$ cat src/rtl/ysyx_22050598_lsu_ctrl_if.sv
// Memory request/response channel between the load/store stage and the data memory.
interface ysyx_22050598_lsu_ctrl_if;
    logic        mem_req_valid;
    logic        mem_req_ready;
    logic [63:0] mem_req_addr;
    logic        mem_req_wen;
    logic [63:0] mem_req_wdata;
    logic [7:0]  mem_req_wstrb;
    logic        mem_rsp_valid;
    logic [63:0] mem_rsp_rdata;

    modport master (
        output mem_req_valid, mem_req_addr, mem_req_wen, mem_req_wdata, mem_req_wstrb,
        input  mem_req_ready, mem_rsp_valid, mem_rsp_rdata
    );

    modport slave (
        input  mem_req_valid, mem_req_addr, mem_req_wen, mem_req_wdata, mem_req_wstrb,
        output mem_req_ready, mem_rsp_valid, mem_rsp_rdata
    );
endinterface

$ cat src/rtl/ysyx_22050598_lsu_ctrl.sv
// Load/store stage: one memory transaction per load/store, store alignment,
// load extraction/extension, ALU pass-through and registered writeback.
//
// state | meaning
// IDLE  | accept next op from EX/LS; ALU ops and misaligned accesses finish here
// REQ   | mem_req_valid high, waiting for mem_req_ready
// WAIT  | request accepted, waiting for mem_rsp_valid or timeout
module ysyx_22050598_lsu_ctrl #(
    parameter int RSP_TIMEOUT = 255
) (
    input  logic        clk,
    input  logic        rst,
    input  logic [63:0] ls_addr_alu,
    input  logic        ls_alu_rd_en,
    input  logic        ls_load_en,
    input  logic        ls_store_en,
    input  logic [63:0] ls_store_data,
    input  logic [1:0]  ls_data_type,
    input  logic        ls_load_unsigned,
    input  logic [4:0]  ls_rd_idx,
    output logic        ls_stall_o,
    ysyx_22050598_lsu_ctrl_if.master mem,
    output logic        wb_valid_o,
    output logic        wb_en_o,
    output logic [4:0]  wb_rd_idx_o,
    output logic [63:0] wb_data_o,
    output logic        misalign_o,
    output logic        bus_err_o
);

    typedef enum logic [1:0] {S_IDLE, S_REQ, S_WAIT} state_t;

    state_t      state_q, state_d;
    logic [60:0] addr_q;
    logic [2:0]  off_q;
    logic [1:0]  type_q;
    logic        uns_q;
    logic [4:0]  rd_q;
    logic        wen_q;
    logic [7:0]  wstrb_q;
    logic [63:0] wdata_q;
    logic [7:0]  cnt_q;
    logic        wb_valid_q, wb_en_q, misalign_q, bus_err_q;
    logic [4:0]  wb_rd_q;
    logic [63:0] wb_data_q;

    logic        mem_op, misaligned;
    logic [2:0]  off_in;
    logic [7:0]  strb_base;
    logic [63:0] rsp_shift, load_ext;

    // Decode the incoming op: alignment check and store byte-lane base mask.
    always_comb begin
        mem_op     = ls_load_en | ls_store_en;
        off_in     = ls_addr_alu[2:0];
        misaligned = 1'b0;
        strb_base  = 8'h01;
        case (ls_data_type)
            2'b00: strb_base = 8'h01;
            2'b01: begin strb_base = 8'h03; misaligned = ls_addr_alu[0];      end
            2'b10: begin strb_base = 8'h0F; misaligned = |ls_addr_alu[1:0];   end
            default: begin strb_base = 8'hFF; misaligned = |ls_addr_alu[2:0]; end
        endcase
    end

    // Shift response into the low lanes, then truncate and extend to 64 bits.
    always_comb begin
        rsp_shift = mem.mem_rsp_rdata >> {off_q, 3'b000};
        load_ext  = rsp_shift;
        case (type_q)
            2'b00: load_ext = uns_q ? {56'b0, rsp_shift[7:0]}  : {{56{rsp_shift[7]}},  rsp_shift[7:0]};
            2'b01: load_ext = uns_q ? {48'b0, rsp_shift[15:0]} : {{48{rsp_shift[15]}}, rsp_shift[15:0]};
            2'b10: load_ext = uns_q ? {32'b0, rsp_shift[31:0]} : {{32{rsp_shift[31]}}, rsp_shift[31:0]};
            default: load_ext = rsp_shift;
        endcase
    end

    // State register.
    always_ff @(posedge clk or posedge rst) begin
        if (rst) state_q <= S_IDLE;
        else     state_q <= state_d;
    end

    // Next-state logic; a response on the timeout cycle takes priority.
    always_comb begin
        state_d = state_q;
        case (state_q)
            S_IDLE: if (mem_op && !misaligned) state_d = S_REQ;
            S_REQ:  if (mem.mem_req_ready)     state_d = S_WAIT;
            S_WAIT: if (mem.mem_rsp_valid || cnt_q == 8'd0) state_d = S_IDLE;
            default: state_d = S_IDLE;
        endcase
    end

    // Outputs decoded from state; stall releases on the completion cycle.
    always_comb begin
        mem.mem_req_valid = (state_q == S_REQ);
        ls_stall_o = ((state_q == S_IDLE) && mem_op && !misaligned)
                   || (state_q == S_REQ)
                   || ((state_q == S_WAIT) && !mem.mem_rsp_valid);
    end

    // Request fields, timeout down-counter and registered writeback/status pulses.
    always_ff @(posedge clk or posedge rst) begin
        if (rst) begin
            addr_q     <= '0;
            off_q      <= '0;
            type_q     <= '0;
            uns_q      <= 1'b0;
            rd_q       <= '0;
            wen_q      <= 1'b0;
            wstrb_q    <= '0;
            wdata_q    <= '0;
            cnt_q      <= '0;
            wb_valid_q <= 1'b0;
            wb_en_q    <= 1'b0;
            wb_rd_q    <= '0;
            wb_data_q  <= '0;
            misalign_q <= 1'b0;
            bus_err_q  <= 1'b0;
        end else begin
            wb_valid_q <= 1'b0;
            wb_en_q    <= 1'b0;
            misalign_q <= 1'b0;
            bus_err_q  <= 1'b0;
            case (state_q)
                S_IDLE: begin
                    if (mem_op) begin
                        if (misaligned) begin
                            misalign_q <= 1'b1;
                        end else begin
                            addr_q  <= ls_addr_alu[63:3];
                            off_q   <= off_in;
                            type_q  <= ls_data_type;
                            uns_q   <= ls_load_unsigned;
                            rd_q    <= ls_rd_idx;
                            wen_q   <= ls_store_en;
                            wstrb_q <= ls_store_en ? (strb_base << off_in) : 8'h00;
                            wdata_q <= ls_store_data << {off_in, 3'b000};
                        end
                    end else if (ls_alu_rd_en) begin
                        wb_valid_q <= 1'b1;
                        wb_en_q    <= (ls_rd_idx != 5'd0);
                        wb_rd_q    <= ls_rd_idx;
                        wb_data_q  <= ls_addr_alu;
                    end
                end
                S_REQ: begin
                    if (mem.mem_req_ready) cnt_q <= 8'(RSP_TIMEOUT - 1);
                end
                S_WAIT: begin
                    if (mem.mem_rsp_valid) begin
                        if (!wen_q) begin
                            wb_valid_q <= 1'b1;
                            wb_en_q    <= (rd_q != 5'd0);
                            wb_rd_q    <= rd_q;
                            wb_data_q  <= load_ext;
                        end
                    end else if (cnt_q == 8'd0) begin
                        bus_err_q <= 1'b1;
                    end else begin
                        cnt_q <= cnt_q - 8'd1;
                    end
                end
                default: ;
            endcase
        end
    end

    assign mem.mem_req_addr  = {addr_q, 3'b000};
    assign mem.mem_req_wen   = wen_q;
    assign mem.mem_req_wdata = wdata_q;
    assign mem.mem_req_wstrb = wstrb_q;
    assign wb_valid_o  = wb_valid_q;
    assign wb_en_o     = wb_en_q;
    assign wb_rd_idx_o = wb_rd_q;
    assign wb_data_o   = wb_data_q;
    assign misalign_o  = misalign_q;
    assign bus_err_o   = bus_err_q;

endmodule

$ cat src/flat_wrapper.sv
// flat-port wrapper written by rule: the top's interface ports become plain ports
module ysyx_22050598_lsu_ctrl_flat 
#(
    parameter int RSP_TIMEOUT = 255
)
  (clk, rst, ls_addr_alu, ls_alu_rd_en, ls_load_en, ls_store_en, ls_store_data, ls_data_type, ls_load_unsigned, ls_rd_idx, ls_stall_o, wb_valid_o, wb_en_o, wb_rd_idx_o, wb_data_o, misalign_o, bus_err_o, mem_mem_req_valid, mem_mem_req_addr, mem_mem_req_wen, mem_mem_req_wdata, mem_mem_req_wstrb, mem_mem_req_ready, mem_mem_rsp_valid, mem_mem_rsp_rdata);
  ysyx_22050598_lsu_ctrl_if mem_i ();
  input  logic clk;
  input  logic rst;
  input  logic [63:0] ls_addr_alu;
  input  logic ls_alu_rd_en;
  input  logic ls_load_en;
  input  logic ls_store_en;
  input  logic [63:0] ls_store_data;
  input  logic [1:0] ls_data_type;
  input  logic ls_load_unsigned;
  input  logic [4:0] ls_rd_idx;
  output logic ls_stall_o;
  output logic wb_valid_o;
  output logic wb_en_o;
  output logic [4:0] wb_rd_idx_o;
  output logic [63:0] wb_data_o;
  output logic misalign_o;
  output logic bus_err_o;
  output wire logic [$bits(mem_i.mem_req_valid)-1:0] mem_mem_req_valid;
  output wire logic [$bits(mem_i.mem_req_addr)-1:0] mem_mem_req_addr;
  output wire logic [$bits(mem_i.mem_req_wen)-1:0] mem_mem_req_wen;
  output wire logic [$bits(mem_i.mem_req_wdata)-1:0] mem_mem_req_wdata;
  output wire logic [$bits(mem_i.mem_req_wstrb)-1:0] mem_mem_req_wstrb;
  input wire logic [$bits(mem_i.mem_req_ready)-1:0] mem_mem_req_ready;
  input wire logic [$bits(mem_i.mem_rsp_valid)-1:0] mem_mem_rsp_valid;
  input wire logic [$bits(mem_i.mem_rsp_rdata)-1:0] mem_mem_rsp_rdata;
  assign mem_mem_req_valid = mem_i.mem_req_valid;
  assign mem_mem_req_addr = mem_i.mem_req_addr;
  assign mem_mem_req_wen = mem_i.mem_req_wen;
  assign mem_mem_req_wdata = mem_i.mem_req_wdata;
  assign mem_mem_req_wstrb = mem_i.mem_req_wstrb;
  assign mem_i.mem_req_ready = mem_mem_req_ready;
  assign mem_i.mem_rsp_valid = mem_mem_rsp_valid;
  assign mem_i.mem_rsp_rdata = mem_mem_rsp_rdata;
  ysyx_22050598_lsu_ctrl #(.RSP_TIMEOUT(RSP_TIMEOUT)) u_core (.clk(clk), .rst(rst), .ls_addr_alu(ls_addr_alu), .ls_alu_rd_en(ls_alu_rd_en), .ls_load_en(ls_load_en), .ls_store_en(ls_store_en), .ls_store_data(ls_store_data), .ls_data_type(ls_data_type), .ls_load_unsigned(ls_load_unsigned), .ls_rd_idx(ls_rd_idx), .ls_stall_o(ls_stall_o), .mem(mem_i), .wb_valid_o(wb_valid_o), .wb_en_o(wb_en_o), .wb_rd_idx_o(wb_rd_idx_o), .wb_data_o(wb_data_o), .misalign_o(misalign_o), .bus_err_o(bus_err_o));
endmodule
$ cat config.mk
export PLATFORM = sky130hd
export DESIGN_NAME = ysyx_22050598_lsu_ctrl_flat
export DESIGN_NICKNAME = d
export VERILOG_FILES = /design/src/rtl/ysyx_22050598_lsu_ctrl_if.sv /design/src/rtl/ysyx_22050598_lsu_ctrl.sv /design/src/flat_wrapper.sv
export SDC_FILE = /design/constraint.sdc
export NUM_CORES = 1
export LEC_CHECK = 0
export CELL_PAD_IN_SITES_DETAIL_PLACEMENT = 0
export CELL_PAD_IN_SITES_GLOBAL_PLACEMENT = 1
export CORE_MARGIN = 5
export CORE_UTILIZATION = 38
export DETAILED_ROUTE_END_ITERATION = 16
export PLACE_DENSITY_LB_ADDON = 0.1
export SYNTH_ARGS = -nofsm -noshare
export SYNTH_HDL_FRONTEND = slang
export SYNTH_SLANG_ARGS = --single-unit
export TNS_END_PERCENT = 5
$ cat constraint.sdc
create_clock -name clk -period 24.3 [get_ports clk]
set_input_delay 4.86 -clock clk [delete_from_list [all_inputs] [get_ports clk]]
set_output_delay 4.86 -clock clk [all_outputs]
set_load 0.05 [all_outputs]
# Yosys cells after proc, flatten, opt, wreduce, memory -nomap -nowiden
# Index checks and enable logic that the tools add are counted.
dict set report op_classes {
  n_addsub 1
  eq_ne 15
  shifts 3
  n_mux 41
  bitwise 2
  reduce_logical 23
}
# op n
set ops {}
lappend ops {{$mux W64} 7}
lappend ops {{$pmux W64 S3} 1}
lappend ops {{$pmux W64 S2} 1}
lappend ops {{$shl A64 B6 Y64} 1}
lappend ops {{$shr A64 B6 Y64} 1}
lappend ops {{$mux W8} 4}
lappend ops {{$pmux W8 S3} 1}
lappend ops {{$mux W5} 4}
lappend ops {{$pmux W8 S2} 1}
lappend ops {{$mux W1} 14}
lappend ops {{$ne A2 B2 Y1 const B} 6}
lappend ops {{$pmux W5 S2} 1}
lappend ops {{$reduce_bool A5 Y1} 2}
lappend ops {{$logic_not A8 Y1} 1}
lappend ops {{$shl A8 B3 Y8} 1}
lappend ops {{$sub A8 B1 Y8 const B} 1}
lappend ops {{$eq A2 B1 Y1 const B} 3}
lappend ops {{$eq A2 B2 Y1 const B} 3}
lappend ops {{$logic_not A2 Y1} 3}
lappend ops {{$mux W2} 3}
lappend ops {{$ne A2 B1 Y1 const B} 3}
lappend ops {{$pmux W2 S3} 1}
lappend ops {{$reduce_and A3 Y1} 2}
lappend ops {{$reduce_and A5 Y1} 1}
lappend ops {{other kinds (11)} 19}
dict set report word_totals {
  regBits 228
  input_bits 207
  out_inout_bits 212
  wordCells 101
}

# Depth between registers and ports, before layout
# Gate-level depths: netlist of the first run.
dict set report depth {
  ltp_word 6
  depth_mapped 10
  mapped_depth_nobuf 7
}

# Worst setup path after synthesis of the first run
# OpenSTA, ideal clock, no wires.
dict set report synth_path {
  kind {in2out}
  start {in ls_addr_alu[1]}
  end {out ls_stall_o}
  arrival_ns 6.655
  t_required_ns 19.440
  path_slack_ns 12.785
  stages 8
  n_path_buf 4
  path_cell_list {clkbuf_1 -> a21o_1 -> a21oi_1 -> nand3b_1 -> clkbuf_1 -> buf_2 -> clkbuf_1 -> o211ai_1}
}
dict set report synth_via {
  elab_chain_len 6
  word_cells_on_any_way 7
  cone_classes {mux (1); reduce/logical (6)}
}
# element line
set synth_lines {}
lappend synth_lines {{start, declared} flat_wrapper.sv:10} ;# input logic [63:0] ls_addr_alu;
lappend synth_lines {{$reduce_or A3 Y1 or $reduce_or A2 Y1 (tied branches)} {ysyx_22050598_lsu_ctrl.sv:62, ysyx_22050598_lsu_ctrl.sv:61}}
lappend synth_lines {{$pmux W1 S3 (*)} ysyx_22050598_lsu_ctrl.sv:58} ;# case (ls_data_type)
lappend synth_lines {{$logic_not A1 Y1 (*)} ysyx_22050598_lsu_ctrl.sv:98} ;# ls_stall_o = ((state_q == S_IDLE) && mem_op && !misaligned)
lappend synth_lines {{$logic_and A1 B1 Y1 (*)} ysyx_22050598_lsu_ctrl.sv:98}
lappend synth_lines {{$logic_or A1 B1 Y1 (*)} ysyx_22050598_lsu_ctrl.sv:99} ;# || (state_q == S_REQ)
lappend synth_lines {{$logic_or A1 B1 Y1 (*)} ysyx_22050598_lsu_ctrl.sv:100} ;# || ((state_q == S_WAIT) && !mem.mem_rsp_valid);
lappend synth_lines {{end, declared} flat_wrapper.sv:18} ;# output logic ls_stall_o;
# Every way passes the cells marked *; elsewhere a longest branch is shown, timed or not.

# Final worst setup path of the first run
dict set report layout_path {
  start {in ls_data_type[1]}
  end {out ls_stall_o}
}
dict set report layout_via {
  elab_chain_len 6
  word_cells_on_any_way 8
  cone_classes {eq/ne (2); mux (1); reduce/logical (5)}
}
# element line
set layout_lines {}
lappend layout_lines {{start, declared} flat_wrapper.sv:15} ;# input logic [1:0] ls_data_type;
lappend layout_lines {{$eq A2 B2 Y1 (tied with other cells)} ysyx_22050598_lsu_ctrl.sv:58}
lappend layout_lines {{$pmux W1 S3 (*)} ysyx_22050598_lsu_ctrl.sv:58}
lappend layout_lines {{$logic_not A1 Y1 (*)} ysyx_22050598_lsu_ctrl.sv:98}
lappend layout_lines {{$logic_and A1 B1 Y1 (*)} ysyx_22050598_lsu_ctrl.sv:98}
lappend layout_lines {{$logic_or A1 B1 Y1 (*)} ysyx_22050598_lsu_ctrl.sv:99}
lappend layout_lines {{$logic_or A1 B1 Y1 (*)} ysyx_22050598_lsu_ctrl.sv:100}
# Marks and branches as above.

==> flow_summary.json, run 1 <==
{
  "clock_tree.root_cell": "clkbuf_16",
  "via_per_inst": 5.55,
  "min_delay_path_depth": 2,
  "drv_cap": 0,
  "row_count": 67,
  "ant_nets": 0,
  "finalSetupTns_ns": 0,
  "worstPathMaxFanout": 15,
  "drt-total-wl_mm": 50.7,
  "ys_ff_latch": 228,
  "ir_worst_vdd_v": 0.0000738,
  "path_buf_inv": 2,
  "critPathKind": "input pin to output port",
  "post-cts-setup-buffer-count": 0,
  "powerDensity_mw_per_mm2": 148,
  "dieHeight_um": 195,
  "chipWidth_um": 195,
  "initial_core_util_pct": 38.6,
  "clock_skew_ns": 0.0217,
  "ys_seq_area_share_pct": 44.0,
  "fin_util_pct": 54.0,
  "path_delay_family": "buffers and inverters",
  "period_needed_ns": 12.09,
  "grt_overflow": 0,
  "numPortBuffers": 415,
  "gp_congestion": 0.933,
  "status": "complete, no violations",
  "cp_common_cell": "clkdlybuf4s50_1",
  "synth.distinct_cells": 56,
  "multi_input_area_sq_mm": 0.00667,
  "cts_buffer_depth": 3,
  "cts_buffers": 27,
  "htreeDepth": 1,
  "hold_class": "flip-flop to flip-flop",
  "design.core.area_sq_mm": 0.0336,
  "drv_slew": 0,
  "cp.depth": 6,
  "cp_slowest_stage_delay_ns": 0.84,
  "post_dp_cell_area_sq_mm": 0.0173,
  "finalHoldViolCount": 0,
  "syn_area_per_cell_sq_um": 10.2,
  "p_leak_nw": 7.30,
  "end_kind": "output port",
  "cp.required_ns": 19.44,
  "finalInstanceArea_sq_mm": 0.0182,
  "arrival_ns": 7.23,
  "syn_to_final_growth_pct": 40.1,
  "postCtsResizedCells": 0,
  "crit_path_start_kind": "input pin",
  "synth_edf_count": 0,
  "fill_cells": 3033,
  "dr.pass1.iters": 5,
  "cts_tree": "done",
  "dieArea_sq_mm": 0.0379,
  "grt_use_total_pct": 25.7,
  "ios": 419,
  "async_reset_ff_share_pct": 100,
  "syn_inst": 1273,
  "antennaDiodeCount": 0,
  "cts.clk_slew.worst_paths_ns": 0.05,
  "worst_slew_pin_slew_ns": 1.17,
  "rsz0062_at_grt": "false",
  "slowest_stage": "clkdlybuf4s50_1",
  "wl_per_cell_um": 24.3,
  "numClockSinks": 228,
  "synth_flop_cell": "dfrtp_1",
  "max_slew_margin_pct": 21.7,
  "grt_pass1_vias": 11767,
  "drive_gt1_share_pct": 13.4,
  "insertion_delay_ns": 0.55,
  "drt_iter0_drc": 809,
  "fin_crit_sh_pct": 49.7,
  "nNetsFinal": 1824,
  "drc_errors": 0,
  "worstPathCellList": "clkdlybuf4s50_1 > o21a_1 > a21oi_1 > nand3b_1 > o211ai_1 > clkdlybuf4s50_1",
  "grt_max_degree": 220,
  "grt_pass1_wl_mm": 75.8,
  "seq_area_sq_mm": 0.00571,
  "dp_hpwl_mm": 37.5,
  "antenna_found_initial": 4,
  "synth.cell_area_sq_mm": 0.0130,
  "yosysWarnings": 0,
  "holdBufCountCts": 0,
  "via_count": 11557,
  "reg2regPathDepth": 7,
  "setup_viol": 0,
  "max_freq_mhz": 82.7
}
[metrics by stage]
step | hold slack (ns) | instances | total power, mW | setup WS [ns]
4_1_cts | 0.480 | 2082 | 2.70 | 12.19
6_report | 0.474 | 2082 | 2.68 | 12.21
5_1_grt | 0.494 | 2082 | 2.82 | 12.13
2_1_floorplan | 0.480 | 1275 | 1.73 | 12.79
3_3_place_gp | 0.462 | 2034 | 2.28 | 12.24
3_5_place_dp | 0.464 | 2034 | 2.29 | 12.20
[placed cells by master (no fill, tap or decap), drive strengths merged, types with 5 or more instances in the layout]
cell	count
clkdlybuf4s50	413
dfrtp	228
nand2	181
o21ai	144
a21oi	87
mux2	84
nor2	55
mux4	55
mux2i	50
or3	48
a22oi	41
clkbuf	34
nor2b	19
o31ai	18
buf	17
a32oi	16
inv	15
a31oi	14
o21a	10
a211oi	10
clkinv	10
a211o	9
o211a	8
nor3	8
nand3	5
[registers in the layout, summed over array words and instances (netlist names)]
register and count:
u_core.mem.mem_req_wdata 64, u_core.cnt_q 8, u_core.mem.mem_req_wen 1, u_core.addr_q 61
u_core.wb_valid_o 1, u_core.bus_err_o 1, u_core.wb_en_o 1, u_core.wb_rd_idx_o 5
u_core.rd_q 5, u_core.wb_data_o 64, u_core.mem.mem_req_wstrb 8, u_core.uns_q 1
u_core.off_q 3, u_core.state_q 2, u_core.type_q 2, u_core.misalign_o 1
[final cells by class]
| type | instances | share of cell area (%) |
|---|---|---|
| Multi-Input combinational cell | 913 | 36.7 |
| Tap cell | 448 | 3.09 |
| Sequential cell | 228 | 31.4 |
| Clock inverter | 14 | 0.834 |
| Clock buffer | 34 | 4.03 |
| Inverter | 15 | 0.351 |
| Timing Repair Buffer | 430 | 23.5 |
[worst register-to-register path: cells and delay by family (launching register included)]
family	cells	cell delay (ns)
flip-flops	1	0.55
AO/OA/AOI/OAI	3	0.92
AND/OR/NAND/NOR	2	0.52
buffers and inverters	2	0.99
[kinds of logic after synthesis]
logic type | share of synthesized area [%]
multiplexers | 20.7
XOR/XNOR | 0.270
flip-flops | 44.0
adder cells (fa/ha/maj) | 0.193
buffers and inverters | 4.81
other | 0.0289
AO/OA/AOI/OAI | 17.8
AND/OR/NAND/NOR | 12.2
[synth_stat cells, drive strengths merged (41+ instances only)]
master  number  area (sq um)
nand2      181           679
a21oi       87           473
nor2        55           206
o21ai      144           721
a22oi       41           308
or3         48           300
dfrtp      228          5710
mux2i       50           500
mux4        55          1240
clkbuf      61           229
buf         58           338
mux2        84           946
[routing by layer]
| metal | GRT usage [%] | wire length, um |
|---|---|---|
| met3 | 8.09 | 4810 |
| met5 | 0 | 55 |
| met1 | 31.6 | 19600 |
| met2 | 42.8 | 24300 |
| met4 | 8.80 | 1930 |
[power breakdown]
group          internal [mW]  leakage, nW  switching, mW
sequential             0.557         2.78          0.116
combinational          0.549         4.09           1.06
clock                  0.236        0.433          0.170
total                   1.34         7.30           1.34
[final timing paths]
| path | from | end | slack (ns) |
|---|---|---|---|
| worst max register to register | u_core.off_q[0] | u_core.wb_data_o[57] | 21.23 |
| max in group asynchronous | rst | u_core.addr_q[18] | 17.38 |
| worst min register to register | u_core.mem.mem_req_wdata[57] | u_core.mem.mem_req_wdata[57] | 0.47 |
| worst min-delay path | u_core.mem.mem_req_wdata[57] | u_core.mem.mem_req_wdata[57] | 0.47 |
| min in group asynchronous | rst | u_core.mem.mem_req_wdata[7] | 4.83 |
| worst max-delay path | ls_data_type[1] | ls_stall_o | 12.21 |
No activity file was read; power rests on OpenSTA's default activity.
==> run 2: changes to the inputs <==
--- a/config.mk
+++ b/config.mk
@@ -8,7 +8,7 @@
 export CELL_PAD_IN_SITES_DETAIL_PLACEMENT = 0
 export CELL_PAD_IN_SITES_GLOBAL_PLACEMENT = 1
 export CORE_MARGIN = 5
-export CORE_UTILIZATION = 38
+export CORE_UTILIZATION = 35
 export DETAILED_ROUTE_END_ITERATION = 16
 export PLACE_DENSITY_LB_ADDON = 0.1
 export SYNTH_ARGS = -nofsm -noshare
==> constraint.sdc (replaced) <==
create_clock -name clk -period 11.4 [get_ports clk]
set_input_delay 2.28 -clock clk [delete_from_list [all_inputs] [get_ports clk]]
set_output_delay 2.28 -clock clk [all_outputs]
set_load 0.05 [all_outputs]
==> run 2 against run 1 <==
Global-route usage decreased by 1.3 points; clock-buffer cell count increased by 3; wire length increased by 1.9%; register-to-register slack got worse by 13 ns; critical endpoint unchanged; highest routed layer unchanged.
==> flow_summary.json, run 2 (synthesis results as in run 1) <==
{
  "grt_pass1_vias": 12048,
  "postCtsResizedCells": 0,
  "max_slew_margin_pct": 26.7,
  "ant_nets": 0,
  "cts_buffers": 28,
  "drt-total-wl_mm": 51.7,
  "via_count": 11648,
  "min_from": "u_core.mem.mem_req_wdata[44]",
  "cp_slowest_stage_delay_ns": 0.83,
  "p_leak_nw": 7.34,
  "max_freq_mhz": 143,
  "antenna_found_initial": 6,
  "arrival_ns": 4.70,
  "seqPwrFrac_pct": 24.9,
  "finalHoldViolCount": 0,
  "cp.required_ns": 9.12,
  "numPortBuffers": 415,
  "power.switching_mw": 2.88,
  "fill_cells": 3504,
  "rrSetupSlack_ns": 8.13,
  "rsz0062_at_grt": "false",
  "drv_cap": 0,
  "cts_tree": "done",
  "drv_slew": 0,
  "design.core.area_sq_mm": 0.0366,
  "critPathKind": "input pin to output port",
  "setup_viol": 0,
  "drt_iter0_drc": 823,
  "cts.clk_slew.worst_paths_ns": 0.05,
  "post-cts-setup-buffer-count": 0,
  "grt_max_degree": 220,
  "numClockSinks": 228,
  "via_per_inst": 5.52,
  "cts_buffer_depth": 3,
  "holdBufCountCts": 0,
  "dr.pass1.iters": 5,
  "seq_area_sq_mm": 0.00571,
  "cp-startpoint": "ls_data_type[1]",
  "dp_hpwl_mm": 38.2,
  "crit_path_start_kind": "input pin",
  "power_frac_clock_pct": 15.9,
  "syn_to_final_growth_pct": 40.9,
  "min_delay_path_depth": 2,
  "multi_input_area_sq_mm": 0.00666,
  "hold_end": "u_core.mem.mem_req_wdata[44]",
  "clock_tree.root_cell": "clkbuf_16",
  "fin_util_pct": 49.9,
  "status": "complete, no violations",
  "clock_skew_ns": 0.0164,
  "ir_worst_vdd_v": 0.000175,
  "worst_slew_pin_slew_ns": 1.09,
  "htreeDepth": 1,
  "nNetsFinal": 1826,
  "reg2regPathDepth": 5,
  "final_cell_mix": "clkdlybuf4s50_1 (413), dfrtp_1 (226), nand2_1 (181)",
  "row_count": 70,
  "path_delay_family": "buffers and inverters",
  "dieArea_sq_mm": 0.0410,
  "hold_class": "flip-flop to flip-flop",
  "layout_commonest_cell": "clkdlybuf4s50_1",
  "path_buf_inv": 2,
  "worstPathMaxFanout": 15,
  "gp_congestion": 0.938,
  "worstPathCellList": "clkdlybuf4s50_1 > o21a_1 > a21oi_1 > nand3b_1 > o211ai_1 > clkdlybuf4s50_1",
  "dieHeight_um": 202,
  "grt_pass1_wl_mm": 77.2,
  "drc_errors": 0,
  "swShare_pct": 49.9,
  "powerDensity_mw_per_mm2": 316,
  "wl_per_cell_um": 24.5,
  "p_int_mw": 2.89,
  "finalSetupTns_ns": 0,
  "p_comb_share_pct": 59.3,
  "r2r-start": "u_core.off_q[1]",
  "timing.rr.end": "u_core.wb_data_o[16]",
  "cp_common_cell": "clkdlybuf4s50_1",
  "end_kind": "output port",
  "grt_use_total_pct": 24.4,
  "ios": 419,
  "period_needed_ns": 6.98,
  "slowest_stage": "clkdlybuf4s50_1",
  "chipWidth_um": 202,
  "initial_core_util_pct": 35.4,
  "grt_overflow": 0,
  "drive_gt1_share_pct": 13.6,
  "fin_crit_sh_pct": 61.2,
  "insertion_delay_ns": 0.57
}
==> run 2: changes by cell type in the layout (fill, tap and decap cells not counted), sizes merged <==
cell | before | now
clkbuf | 34 | 37
clkinvlp | 2 | 3
clkinv | 10 | 9
inv | 15 | 16
buf | 17 | 18
diode | 0 | 2
==> run 2: how the worst max path moves through the flow <==
stage	to	slack, ns	cells past startpoint
floorplan	u_core.addr_q[0]	2.87	1
global placement	ls_stall_o	4.46	7
detailed placement	ls_stall_o	4.44	6
CTS	ls_stall_o	4.44	6
global route	ls_stall_o	4.31	6
finish	ls_stall_o	4.42	6
==> run 2: power groups by stage <==
| stage | Clock (mW) | Sequential, mW | Combinational, mW |
|---|---|---|---|
| 2_1_floorplan | 0 | 2.60 | 1.09 |
| 3_3_place_gp | 0 | 1.43 | 3.43 |
| 3_5_place_dp | 0 | 1.44 | 3.45 |
| 4_1_cts | 0.943 | 1.44 | 3.45 |
| 5_1_grt | 0.976 | 1.49 | 3.60 |
| 6_report | 0.916 | 1.44 | 3.42 |
==> run 2: cell type report <==
type	instances	area share [%]
multi-input combinational	913	36.5
sequential	228	31.3
timing repair buffer	431	23.4
clock buffer	37	4.30
tap	468	3.21
clock inverter	15	0.939
inverter	15	0.349
antenna	2	0.0274
==> run 2: routing by layer <==
metal / global-route usage, % / up-vias / wire, um
met5: 0 / - / 68
met4: 7.66 / 10 / 1740
met3: 6.39 / 79 / 3950
met2: 42.6 / 477 / 25700
met1: 29.4 / 5715 / 20200
li1: - / 5367 / -
==> run 2: worst min-delay path: stages, from the launching register on <==
cell and delay, ns:
dfrtp_1 0.34, nand2_1 0.05, o21ai_0 0.06
==> run 2: stage by stage <==
step | instance area [sq um] | hold WS (ns) | worst slack (ns) | std cells | total power, mW
2_1_floorplan | 13000 | 0.480 | 2.87 | 1275 | 3.69
3_3_place_gp | 17300 | 0.459 | 4.46 | 2055 | 4.87
3_5_place_dp | 17300 | 0.468 | 4.44 | 2055 | 4.89
4_1_cts | 18300 | 0.483 | 4.44 | 2107 | 5.83
5_1_grt | 18300 | 0.500 | 4.31 | 2107 | 6.06
6_report | 18300 | 0.477 | 4.42 | 2109 | 5.77
==> run 3: changes to the inputs <==
==> constraint.sdc (replaced) <==
create_clock -name clk -period 7.01 [get_ports clk]
set_input_delay 1.402 -clock clk [delete_from_list [all_inputs] [get_ports clk]]
set_output_delay 1.402 -clock clk [all_outputs]
set_load 0.05 [all_outputs]
==> run 3 against run 2 <==
Clock skew fell by 0.0022 ns; wire length barely moved; cell area fell by 0.14%; die area did not move; sequential cell count did not move; final cell count fell by 0.14%; via count rose by 0.18%; worst setup slack got worse by 2.8 ns; non-clock buffer count did not move; register-to-register slack got worse by 4.1 ns; clock power rose by 59%; critical path depth did not move.
==> flow_summary.json, run 3 (synthesis results as in run 1) <==
{
  "grt_pass1_wl_mm": 77.1,
  "cts.clk_slew.worst_paths_ns": 0.06,
  "finalInstanceArea_sq_mm": 0.0182,
  "via_per_inst": 5.54,
  "power_frac_clock_pct": 15.6,
  "insertion_delay_ns": 0.56,
  "chipWidth_um": 202,
  "ios": 419,
  "dp_hpwl_mm": 37.9,
  "worstPathMaxFanout": 15,
  "rsz0062_at_grt": "false",
  "design.core.area_sq_mm": 0.0366,
  "postCtsResizedCells": 0,
  "dp.cells": 2055,
  "post_dp_cell_area_sq_mm": 0.0173,
  "seqPwrFrac_pct": 24.8,
  "final_cell_mix": "clkdlybuf4s50_1 (413), dfrtp_1 (226), nand2_1 (181)",
  "layout_commonest_cell": "clkdlybuf4s50_1",
  "gp_congestion": 0.913,
  "dr.pass1.iters": 6,
  "critPathKind": "input pin to output port",
  "ir_worst_vdd_v": 0.000367,
  "p_leak_nw": 7.33,
  "p_comb_share_pct": 59.6,
  "max_freq_mhz": 184,
  "nNetsFinal": 1826,
  "status": "complete, no violations",
  "arrival_ns": 4.03,
  "clock_tree.root_cell": "clkbuf_16",
  "numClockSinks": 228,
  "drv_slew": 0,
  "setup_ws_ns": 1.58,
  "via_count": 11669,
  "finalSetupTns_ns": 0,
  "drt_iter0_drc": 719,
  "fin_crit_sh_pct": 77.5,
  "drc_errors": 0,
  "wl_per_cell_um": 24.6,
  "cts_buffer_depth": 3,
  "grt_use_total_pct": 24.3,
  "cp.required_ns": 5.61,
  "rrSetupSlack_ns": 4.01,
  "crit_path_start_kind": "input pin",
  "numPortBuffers": 415,
  "ant_nets": 0,
  "grt_pass1_vias": 12113,
  "end_kind": "output port",
  "antenna_found_initial": 4,
  "dieArea_sq_mm": 0.0410,
  "worst_slew_pin_slew_ns": 1.20,
  "dieHeight_um": 202,
  "p_int_mw": 4.70,
  "swShare_pct": 49.8,
  "grt_overflow": 0,
  "row_count": 70,
  "powerDensity_mw_per_mm2": 513,
  "hold_class": "flip-flop to flip-flop",
  "holdBufCountCts": 0,
  "dp_slack_ns": 1.63,
  "grt_max_degree": 220,
  "fill_cells": 3519,
  "cts_buffers": 28,
  "setup_viol": 0,
  "htreeDepth": 1,
  "drv_cap": 0,
  "clock_skew_ns": 0.0142,
  "syn_to_final_growth_pct": 40.7,
  "drt-total-wl_mm": 51.7,
  "max_slew_margin_pct": 19.7,
  "period_needed_ns": 5.43,
  "drive_gt1_share_pct": 13.3,
  "post-cts-setup-buffer-count": 0,
  "initial_core_util_pct": 35.4,
  "finalHoldViolCount": 0,
  "finalNonFillerCells": 2106,
  "power.switching_mw": 4.66,
  "cts_tree": "done"
}
run 3: cell types whose count changed in the layout (fill, tap and decap cells not counted), moves of 2 or more:
| cell | previous run | this run |
|---|---|---|
| clkbuf_8 | 5 | 9 |
| clkinv_2 | 6 | 2 |
| clkbuf_1 | 4 | 7 |
| clkinvlp_4 | 3 | 1 |
| inv_8 | 2 | 0 |
run 3: worst paths after layout:
kind                                                    from                      endpoint  cells after the start
worst max register to register              u_core.type_q[1]          u_core.wb_data_o[59]                      5
worst min register to register  u_core.mem.mem_req_wdata[27]  u_core.mem.mem_req_wdata[27]                      2
min in group asynchronous                                rst   u_core.mem.mem_req_wdata[0]                      2
worst min-delay path            u_core.mem.mem_req_wdata[27]  u_core.mem.mem_req_wdata[27]                      2
max in group asynchronous                                rst               u_core.off_q[0]                      3
worst max-delay path                         ls_data_type[1]                    ls_stall_o                      6
run 3: metal layers:
metal | track usage [%] | share of wire, % | vias to the layer above
met5 | 0 | 0.091 | -
met4 | 9.43 | 4.2 | 6
met3 | 7.03 | 7.8 | 92
met2 | 41.8 | 49 | 457
met1 | 28.8 | 39 | 5747
li1 | - | - | 5367
run 3: power by group through the flow:
stage | registers, mW | clock network, mW | logic [mW]
2_1_floorplan | 4.23 | 0 | 1.77
3_3_place_gp | 2.32 | 0 | 5.59
3_5_place_dp | 2.33 | 0 | 5.62
4_1_cts | 2.32 | 1.50 | 5.63
5_1_grt | 2.40 | 1.54 | 5.87
6_report | 2.32 | 1.46 | 5.58
run 3: worst max-delay path, cell delays in order:
cell and delay (ns):
clkdlybuf4s50_1 0.69, o21a_1 0.30, a21oi_1 0.43, nand3b_1 0.23, o211ai_1 0.13, clkdlybuf4s50_1 0.83
run 3: layout make-up:
| type | instances | area, sq um | area share [%] |
|---|---|---|---|
| clock buffer | 44 | 851 | 4.66 |
| sequential | 228 | 5710 | 31.3 |
| tap | 468 | 586 | 3.21 |
| clock inverter | 6 | 73.8 | 0.405 |
| inverter | 15 | 60.1 | 0.329 |
| antenna | 1 | 2.50 | 0.0137 |
| multi-input combinational | 913 | 6660 | 36.5 |
| timing repair buffer | 431 | 4290 | 23.5 |
run 3: per-stage QoR:
| stage | utilization (%) | total power, mW | hold WS (ns) |
|---|---|---|---|
| finish | 49.8 | 9.36 | 0.474 |
| global route | 49.8 | 9.81 | 0.504 |
| CTS | 49.8 | 9.45 | 0.483 |
| detailed placement | 47.3 | 7.95 | 0.469 |
| global placement | 47.3 | 7.91 | 0.461 |
| floorplan | - | 6.00 | 0.480 |
==> variant: new RTL, settings of run 2 <==
Reset style: synchronous (`rst`), changed in 2 clocked blocks.
--- a/src/rtl/ysyx_22050598_lsu_ctrl.sv
+++ b/src/rtl/ysyx_22050598_lsu_ctrl.sv
@@ -76,7 +76,7 @@
     end
 
     // State register.
-    always_ff @(posedge clk or posedge rst) begin
+    always_ff @(posedge clk) begin
         if (rst) state_q <= S_IDLE;
         else     state_q <= state_d;
     end
@@ -101,7 +101,7 @@
     end
 
     // Request fields, timeout down-counter and registered writeback/status pulses.
-    always_ff @(posedge clk or posedge rst) begin
+    always_ff @(posedge clk) begin
         if (rst) begin
             addr_q     <= '0;
             off_q      <= '0;
Behaviour: differs if rst is asserted again (counterexample within 4 cycles, from zero or initial values and one cycle with rst high); with rst held inactive, the same outputs for 4 cycles.
==> variant against run 2 <==
Die area fell by 4.9%. Wire length rose by 0.67%. Area after synthesis fell by 5.2%. Maximum frequency fell by 1.0%. Worst setup slack got worse by 73 ps. Sequential cell count did not move. First-iteration DRC count fell by 3.8%. Count of clock-buffer cells in the layout rose by 1. Final area fell by 4.8%. Critical path type unchanged. Largest cell class unchanged.
Power is not compared: it rests on default switching activity, and its combinational part moved more than twofold at a synthesized area within 25%.
==> variant: results <==
{
  "outcome": "finished clean",
  "crit_family": "buffers and inverters",
  "rr_startpoint": "u_core.off_q[0]",
  "maxUsedRoutingLayer": "met5",
  "clkSlewWorstSetupHoldPaths_ps": 50,
  "grt_max_degree": 111,
  "wl_um": 52000,
  "grt_pass1_vias": 12100,
  "ys_seq_area_share_pct": 37.1,
  "met1_usage_pct": 29.3,
  "maxSlewHeadroom_pct": 28.7,
  "fin_ws_ps": 4350,
  "place_congestion": 0.959,
  "antenna_found_initial": 4,
  "wl_met3_um": 4360,
  "whs_path_depth": 2,
  "power_clock_w": 0.000830,
  "firstDrtPassIters": 5,
  "wl_met2_um": 26400,
  "slowest_stage": "clkdlybuf4s50_1",
  "whs_endpoint": "u_core.wb_data_o[15]",
  "drtIter0Drc": 792,
  "r2r_slack_ps": 7940,
  "nNetsFinal": 2004,
  "grt_busiest_layer": "met2",
  "leakagePower_nw": 5.96,
  "pwr-share-comb_pct": 27.8,
  "synth_compound_area_share_pct": 20.5,
  "crit_fanout": 51,
  "synth-xor-area-share_pct": 0.428,
  "use_met2_pct": 45.2,
  "cts_root_buf": "clkbuf_16",
  "drive_gt1_share_pct": 8.50,
  "top_power_group": "registers",
  "yosysUniqueCellTypes": 61,
  "worstPathArrival_ps": 4770,
  "grt_first_pass_wirelength_um": 75900,
  "muxShareOfSynthArea_pct": 16.4,
  "ys_top_cells_by_count": "nand2_1 (295), dfxtp_1 (228), a21oi_1 (151)",
  "core-area_mm2": 0.0346,
  "grt_usage_pct": 25.0,
  "grtUsageMet3_pct": 6.31,
  "clk_latency_ps": 540,
  "synthAdderAreaFrac_pct": 0.204,
  "synthArstFlopShare_pct": 0,
  "routed-via-count": 12500,
  "synth_ff_type": "dfxtp_1",
  "cts_max_path_buffers": 3,
  "rr_endpoint": "u_core.wb_data_o[43]",
  "dp_hpwl_um": 38500,
  "met1_length_um": 19700,
  "cpPeakStageDelay_ps": 730,
  "hp-class": "reg2reg",
  "cts_buffers": 27,
  "hp-start": "u_core.wb_data_o[15]",
  "synth_area_leaders": "dfxtp_1 (37%), nand2_1 (9.0%), mux4_2 (7.7%)",
  "n_fill_cell": 3397,
  "skew_ps": 19.5,
  "postCtsSetupBuffers": 0,
  "startpoint": "ls_addr_alu[2]"
}
## variant: changes by cell type after synthesis, sizes merged, moves of 16 or more
cell / change
mux2: -60
nand2: +114
a22oi: -34
a211oi: +35
a21oi: +64
o211ai: +35
mux2i: +30
dfxtp: +228
o31ai: -16
dfrtp: -228
nor2: +46
nand3: +40
o21ai: -101
or3: -29
## variant: cell type report
class / instances / area (um^2) / area share [%]
Clock inverter: 8 / 75.1 / 0.432
Multi-Input combinational cell: 1094 / 7100 / 40.8
Antenna cell: 1 / 2.50 / 0.0144
Tap cell: 455 / 569 / 3.27
Inverter: 14 / 52.6 / 0.302
Clock buffer: 38 / 757 / 4.35
Sequential cell: 228 / 4570 / 26.3
Timing Repair Buffer: 430 / 4260 / 24.5
## variant: per-stage QoR
step | instances | hold WS [ps]
global route | 2268 | 452
global placement | 2221 | 429
floorplan | 1472 | 444
CTS | 2267 | 438
finish | 2268 | 437
detailed placement | 2221 | 431
